<file path="src/rtl/dly_tap_seq_ctrl.sv">
// Delay-line tap sequencer: steps one selected delay line toward a requested tap value,
// reading the selected line's tap back through the tap-value mux between adjust pulses.
module dly_tap_seq_ctrl #(
  parameter int NUM_LINES  = 20,
  parameter int ADDR_W     = 5,
  parameter int TAP_W      = 6,
  parameter int SETTLE_CYC = 3,
  parameter int MAX_STEPS  = 63
) (
  input  logic                 CLK,
  input  logic                 RST,
  input  logic                 REQ_VALID,
  output logic                 REQ_READY,
  input  logic [ADDR_W-1:0]    REQ_ADDR,
  input  logic [TAP_W-1:0]     REQ_TARGET,
  output logic [ADDR_W-1:0]    DLY_ADDR,
  input  logic [TAP_W-1:0]     DLY_TAP_VALUE,
  output logic [NUM_LINES-1:0] DLY_ADJ,
  output logic                 DLY_INCDEC,
  output logic                 BUSY,
  output logic                 DONE,
  output logic                 ERR
);

  localparam int STEP_W = $clog2(MAX_STEPS + 1);
  localparam int SET_W  = $clog2(SETTLE_CYC + 1);
  localparam logic [SET_W-1:0]  SETTLE_LOAD = SET_W'(SETTLE_CYC - 1);
  localparam logic [STEP_W-1:0] STEP_LIMIT  = STEP_W'(MAX_STEPS);
  localparam logic [ADDR_W:0]   LINE_LIMIT  = (ADDR_W + 1)'(NUM_LINES);

  typedef enum logic [2:0] {
    S_IDLE,
    S_SETTLE,
    S_COMPARE,
    S_STEP,
    S_FINISH
  } state_t;

  state_t                r_state;
  logic                  r_ready;
  logic                  r_busy;
  logic                  r_done;
  logic                  r_err;
  logic                  r_incdec;
  logic [ADDR_W-1:0]     r_addr;
  logic [NUM_LINES-1:0]  r_adj;
  logic [TAP_W-1:0]      r_target;
  logic [STEP_W-1:0]     r_steps;
  logic [SET_W-1:0]      r_settle;

  logic                  w_bad_addr;
  logic [NUM_LINES-1:0]  w_onehot;

  assign w_bad_addr = {1'b0, REQ_ADDR} >= LINE_LIMIT;
  assign w_onehot   = {{(NUM_LINES-1){1'b0}}, 1'b1} << r_addr;

  always_ff @(posedge CLK) begin
    if (RST) begin
      r_state  <= S_IDLE;
      r_ready  <= 1'b1;
      r_busy   <= 1'b0;
      r_done   <= 1'b0;
      r_err    <= 1'b0;
      r_incdec <= 1'b0;
      r_addr   <= '0;
      r_adj    <= '0;
      r_target <= '0;
      r_steps  <= '0;
      r_settle <= '0;
    end else begin
      // Adjust pulse is set on entry to STEP and self-clears after one cycle.
      r_adj <= '0;
      case (r_state)
        S_IDLE: begin
          if (REQ_VALID) begin
            r_target <= REQ_TARGET;
            r_steps  <= '0;
            r_ready  <= 1'b0;
            r_busy   <= 1'b1;
            if (w_bad_addr) begin
              r_done  <= 1'b1;
              r_err   <= 1'b1;
              r_state <= S_FINISH;
            end else begin
              r_addr   <= REQ_ADDR;
              r_settle <= SETTLE_LOAD;
              r_state  <= S_SETTLE;
            end
          end
        end
        S_SETTLE: begin
          if (r_settle == '0) r_state <= S_COMPARE;
          else                r_settle <= r_settle - 1'b1;
        end
        S_COMPARE: begin
          if (DLY_TAP_VALUE == r_target) begin
            r_done  <= 1'b1;
            r_err   <= 1'b0;
            r_state <= S_FINISH;
          end else if (r_steps == STEP_LIMIT) begin
            r_done  <= 1'b1;
            r_err   <= 1'b1;
            r_state <= S_FINISH;
          end else begin
            r_adj    <= w_onehot;
            r_incdec <= r_target > DLY_TAP_VALUE;
            r_state  <= S_STEP;
          end
        end
        S_STEP: begin
          r_steps  <= r_steps + 1'b1;
          r_settle <= SETTLE_LOAD;
          r_state  <= S_SETTLE;
        end
        S_FINISH: begin
          r_done  <= 1'b0;
          r_err   <= 1'b0;
          r_ready <= 1'b1;
          r_busy  <= 1'b0;
          r_state <= S_IDLE;
        end
        default: r_state <= S_IDLE;
      endcase
    end
  end

  assign REQ_READY  = r_ready;
  assign BUSY       = r_busy;
  assign DONE       = r_done;
  assign ERR        = r_err;
  assign DLY_INCDEC = r_incdec;
  assign DLY_ADDR   = r_addr;
  assign DLY_ADJ    = r_adj;

endmodule

</file>
<file path="config.mk">
export PLATFORM = sky130hd
export DESIGN_NAME = dly_tap_seq_ctrl
export DESIGN_NICKNAME = d
export VERILOG_FILES = /design/src/rtl/dly_tap_seq_ctrl.sv
export SDC_FILE = /design/constraint.sdc
export NUM_CORES = 1
export LEC_CHECK = 0
export CAP_MARGIN = 20
export CELL_PAD_IN_SITES_DETAIL_PLACEMENT = 1
export CELL_PAD_IN_SITES_GLOBAL_PLACEMENT = 2
export CORE_ASPECT_RATIO = 0.7
export CORE_MARGIN = 1
export CORE_UTILIZATION = 28
export DETAILED_ROUTE_END_ITERATION = 12
export PLACE_DENSITY = 0.85
export SETUP_SLACK_MARGIN = 0.1
export SLEW_MARGIN = 20
export SYNTH_ARGS = -nofsm -noshare
export SYNTH_HDL_FRONTEND = slang
export SYNTH_SLANG_ARGS = --single-unit
</file>
<file path="constraint.sdc">
create_clock -name CLK -period 2.4 [get_ports CLK]
set_input_delay 0.24 -clock CLK [delete_from_list [all_inputs] [get_ports CLK]]
set_output_delay 0.24 -clock CLK [all_outputs]
set_load 0.01 [all_outputs]
</file>
# [After elaboration in Yosys (flattened, before gate mapping)]
# Index checks and enable logic that the tools add are counted.
[word_totals] reg_bits=47 latchBits=0 ramBits=0 romBits=0 out_inout_bits=30 wordCells=70 n_memories=0
[op_classes] addsub=2 multipliers=0 div_mod_pow=0 n_lt_le_gt_ge=2 n_eq_ne=12 n_shift=1 muxes=23 n_bitwise=4 reduce_logical=15
[ops] operator="1-bit by 5-bit left shift with 20-bit output, first input constant" n=1
[ops] operator="3-bit 2-to-1 mux" n=5
[ops] operator="3-bit one-hot mux with 4 select lines" n=1
[ops] operator="6-bit one-hot mux with 2 select lines" n=1
[ops] operator="2-bit inequality test, second input constant" n=5
[ops] operator="2-bit AND reduction" n=4
[ops] operator="4-bit AND reduction" n=2
[ops] operator="1-bit 2-to-1 mux" n=7
[ops] operator="6-bit by 1-bit adder with 6-bit output, second input constant" n=1
[ops] operator="3-bit by 2-bit equality test with 1-bit output, second input constant" n=2
[ops] operator="6-bit equality test" n=1
[ops] operator="6-bit equality test, second input constant" n=1
[ops] operator="6-bit > comparator" n=1
[ops] operator="2-bit 2-to-1 mux" n=3
[ops] operator="6-bit 2-to-1 mux" n=1
[ops] operator="1-bit one-hot mux with 3 select lines" n=2
[ops] operator="2-bit one-hot mux with 3 select lines" n=1
[ops] operator="3-bit AND reduction" n=2
[ops] operator="3-bit nonzero test" n=2
[ops] operator="5-bit >= comparator, second input constant" n=1
[ops] operator="1-bit inverter" n=4
[ops] operator="1-bit one-hot mux with 2 select lines" n=2
[ops] operator="2-bit nonzero test" n=2
[ops] operator="4-bit OR reduction" n=1
[ops] operator="other kinds (6)" n=6

# [Depth between registers and ports, before layout]
[logic_depth] ltp_word=4 ltp_mapped=7 ltp_nobuf=6

# [Worst setup path before layout]
# OpenSTA, ideal clock, no wires.
[synth_timing] kind="flip-flop to flip-flop" startpoint="register r_target[5]" endpoint="register r_adj[12], in the netlist DLY_ADJ[12]" setup_ns=0.073 arrival_ns=1.651 required_ns=2.327 path_slack_ns=0.676 path_stages_with_launch=7 synth_period_minus_slack_ns=1.724 path_cell_list="dfxtp_1 > ha_1 > nand4_1 > o221ai_2 > or4b_1 > buf_2 > nor3_2"
[synth_between] elab_chain_cells=2
[synth_rtl] element="start, declared" line="47" rtl="logic [TAP_W-1:0] r_target;"
[synth_rtl] element="start signal, assigned" line="67" rtl="r_target <= '0;"
[synth_rtl] element="start signal, assigned" line="76" rtl="r_target <= REQ_TARGET;"
[synth_rtl] element="6-bit equality test" line="96" rtl="if (DLY_TAP_VALUE == r_target) begin"
[synth_rtl] element="4-bit OR reduction (no source line)"
[synth_rtl] element="end signal, assigned" line="105" rtl="r_adj <= w_onehot;"
[synth_rtl] element="end, declared" line="46" rtl="logic [NUM_LINES-1:0] r_adj;"
# Every way passes these cells.
# A chain may end at the register's enable or synchronous reset.

# [Worst setup path in the final report]
[layout_timing] startpoint="input DLY_TAP_VALUE[5]" endpoint="register r_adj[13], in the netlist DLY_ADJ[13]"
[layout_between] elab_chain_cells=2
[layout_rtl] element="start, declared" line="17" rtl="input logic [TAP_W-1:0] DLY_TAP_VALUE,"
[layout_rtl] element="6-bit equality test" line="96"
[layout_rtl] element="4-bit OR reduction (no source line)"
# Every way passes these cells.

==> out/qor.csv <==
metric,value,unit
start_util,29.0,%
cts-buffers-inserted,5,
min_period,2.01,ns
cp_top_family,simple AND/OR/NAND/NOR gates,
cp-start-kind,input pin,
gp_congestion,0.743,
std_cell_rows,25,
status,"finished, violations left",
maxCapViolations,0,
syn_area_per_cell,8.47,µm²
htree_num_levels,2,
finalSetupViolations,0,
fin_crit_sh,83.8,%
root_buffer,clkbuf_8,
cts.sinks,47,
io_buffers,49,
grt_overflow,0,
wire_per_inst,12.9,µm
arrival,2.25,ns
dp_cells,367,
areaGrowthSynthToFinish,38.5,%
drtIter0Drc,78,
antenna_found_initial,0,
drt_wl_total,4850,µm
p_leak,0.977,nW
drc,2,
rsz0062_at_grt,false,
peakVddDrop,0.357,mV
vias,1753,
grt_max_degree,21,
finalSetupTns,0,ns
core,6760,µm²
dp_hpwl,3600,µm
layout_setup_ws,0.390,ns
die_y,71.9,µm
instances_no_fill,375,
cpMaxStageDelayCell,or4b_1,
die_w,102,µm
yosys.cell_types.count,40,
diodes,0,
grt_pass1_wl,8250,µm
synth_seq_cells,47,
critical_path_class,input pin to flop,
layout-drive-gt1-share,8.90,%
yosys_warnings,0,
grt_pass1_vias,1731,
cts_buffer_depth,2,
path_cells,clkdlybuf4s50_1 -> inv_1 -> ha_1 -> nand4_1 -> o221ai_2 -> or4b_1 -> nor3_2,
slowest_delay,0.66,ns
slew_violations,0,
grt_usage,14.6,%
pin_count,50,
p_per_area,685,nW/µm²
max_freq,497,MHz
syn_inst,231,
synth_nets,259,
cts_resized,0,
postCtsSetupBuffers,0,
max_slew_margin,55.8,%
routed_via_density,4.67,
cp.buffers_inverters,2,
cp.required,2.64,ns
cp_max_fo,8,
clkTransAtPathRegs,0.09,ns
cts_hold_buffers,0,
skew,0.00814,ns
hold_viol,0,
hold_class,flop to flop,
endpoint_kind,flop,
tightest_slew,0.662,ns
yosysSeqAreaShare,48.1,%
place_ws,0.0526,ns
first_pass_iters,8,
fp.dieArea,7330,µm²
cts_tree,yes,
finalPower,1.86,mW
clk_latency,0.31,ns
finish.net_count,308,
synthesis.area,1960,µm²
ant_nets,0,
violations,DRC,
## power breakdown
group	switching [mW]	leakage, nW	internal, mW
Combinational	0.143	0.525	0.143
Clock	0.282	0.0703	0.423
Sequential	0.0492	0.382	0.816
## cells in the final DEF (no fill, tap or decap), types with 2 or more instances in the layout
master	Yosys	final
a22oi_1	2	2
a311o_1	2	2
nor3_1	7	7
nor3_2	2	2
nand2b_1	3	3
or4b_2	2	2
buf_4	0	8
ha_1	8	8
dfxtp_1	47	47
a211oi_1	3	3
nand2_1	28	28
a21oi_1	26	26
o21ai_0	9	9
or4_1	3	3
inv_1	12	12
nand3b_1	4	4
bufinv_16	0	2
or3_1	2	2
nand3_1	7	7
clkdlybuf4s50_1	0	49
nor2_1	30	30
clkbuf_8	0	5
## worst reg2reg max path, stage by stage, from the launching register on
cell and delay, ns:
dfxtp_1 0.53, nor3b_2 0.29, o221ai_2 0.17, or4b_1 0.66
nor3_2 0.20
## final timing paths
kind	startpoint	to	slack [ns]	cells after the start
min reg2reg	r_target[3]	r_target[3]	0.46	2
max reg2reg	r_state[2]	DLY_ADJ[13]	0.48	4
min	r_target[3]	r_target[3]	0.46	2
max	DLY_TAP_VALUE[5]	DLY_ADJ[13]	0.39	7
## flip-flops by register name (all words and copies together), names as in the netlist, 2 cells and up
| signal | count |
|---|---|
| DLY_ADDR | 5 |
| DLY_ADJ | 20 |
| r_settle | 2 |
| r_state | 3 |
| r_steps | 6 |
| r_target | 6 |
## logic make-up after synthesis
logic type,after synthesis,share of synthesized area (%)
fa+ha+maj,8,5.12
mux,1,0.575
simple gates,96,24.5
buf+inv,27,5.43
compound gates,52,16.3
flops,47,48.1
## cells in the mapped netlist (all sizes together)
cell type / number / area share (%)
a2111oi: 1 / 0.45
a211oi: 3 / 1.2
a21oi: 26 / 6.6
a221o: 1 / 0.51
a22oi: 2 / 0.77
a311o: 2 / 1.0
a32oi: 1 / 0.45
and2: 1 / 0.32
and3b: 1 / 0.45
buf: 7 / 1.6
clkbuf: 8 / 1.5
dfxtp: 47 / 48
ha: 8 / 5.1
inv: 12 / 2.3
mux2: 1 / 0.58
nand2: 28 / 5.4
nand2b: 3 / 0.96
nand3: 7 / 1.8
nand3b: 4 / 1.5
nand4: 1 / 0.32
nor2: 30 / 5.8
nor3: 9 / 2.8
nor3b: 1 / 0.64
nor4: 1 / 0.32
nor4b: 1 / 0.45
o21a: 1 / 0.38
o21ai: 10 / 2.6
o221ai: 2 / 1.2
o22ai: 1 / 0.32
o31a: 1 / 0.45
o31ai: 1 / 0.38
or3: 2 / 0.64
or3b: 1 / 0.45
or4: 3 / 1.2
or4b: 3 / 1.5
## stage by stage
step	hold WS (ns)	util (%)	instance area [µm²]
3_3_place_gp	0.447	38.0	2570
6_report	0.463	40.1	2710
3_5_place_dp	0.453	38.0	2570
4_1_cts	0.464	40.1	2710
2_1_floorplan	0.376	-	1960
5_1_grt	0.483	40.1	2710
## layer usage
layer	up-vias	global-route usage [%]	share of wire [%]	wire (µm)
li1	898	-	-	-
met1	814	19.5	51	2450
met2	33	22.6	44	2130
met3	8	3.66	4.0	192
met4	0	6.03	1.5	73
met5	-	0	0	0
## layout make-up
class                   instances  area (µm²)
flip-flops and latches         47         941
clock inverters                 3        71.3
fillers                       831        4050
clock buffers                   5        68.8
repair buffers                 57         551
multi-input cells             157         916
well taps                      94         118
inverters                      12        45.0
No activity file was read; power rests on OpenSTA's default activity.
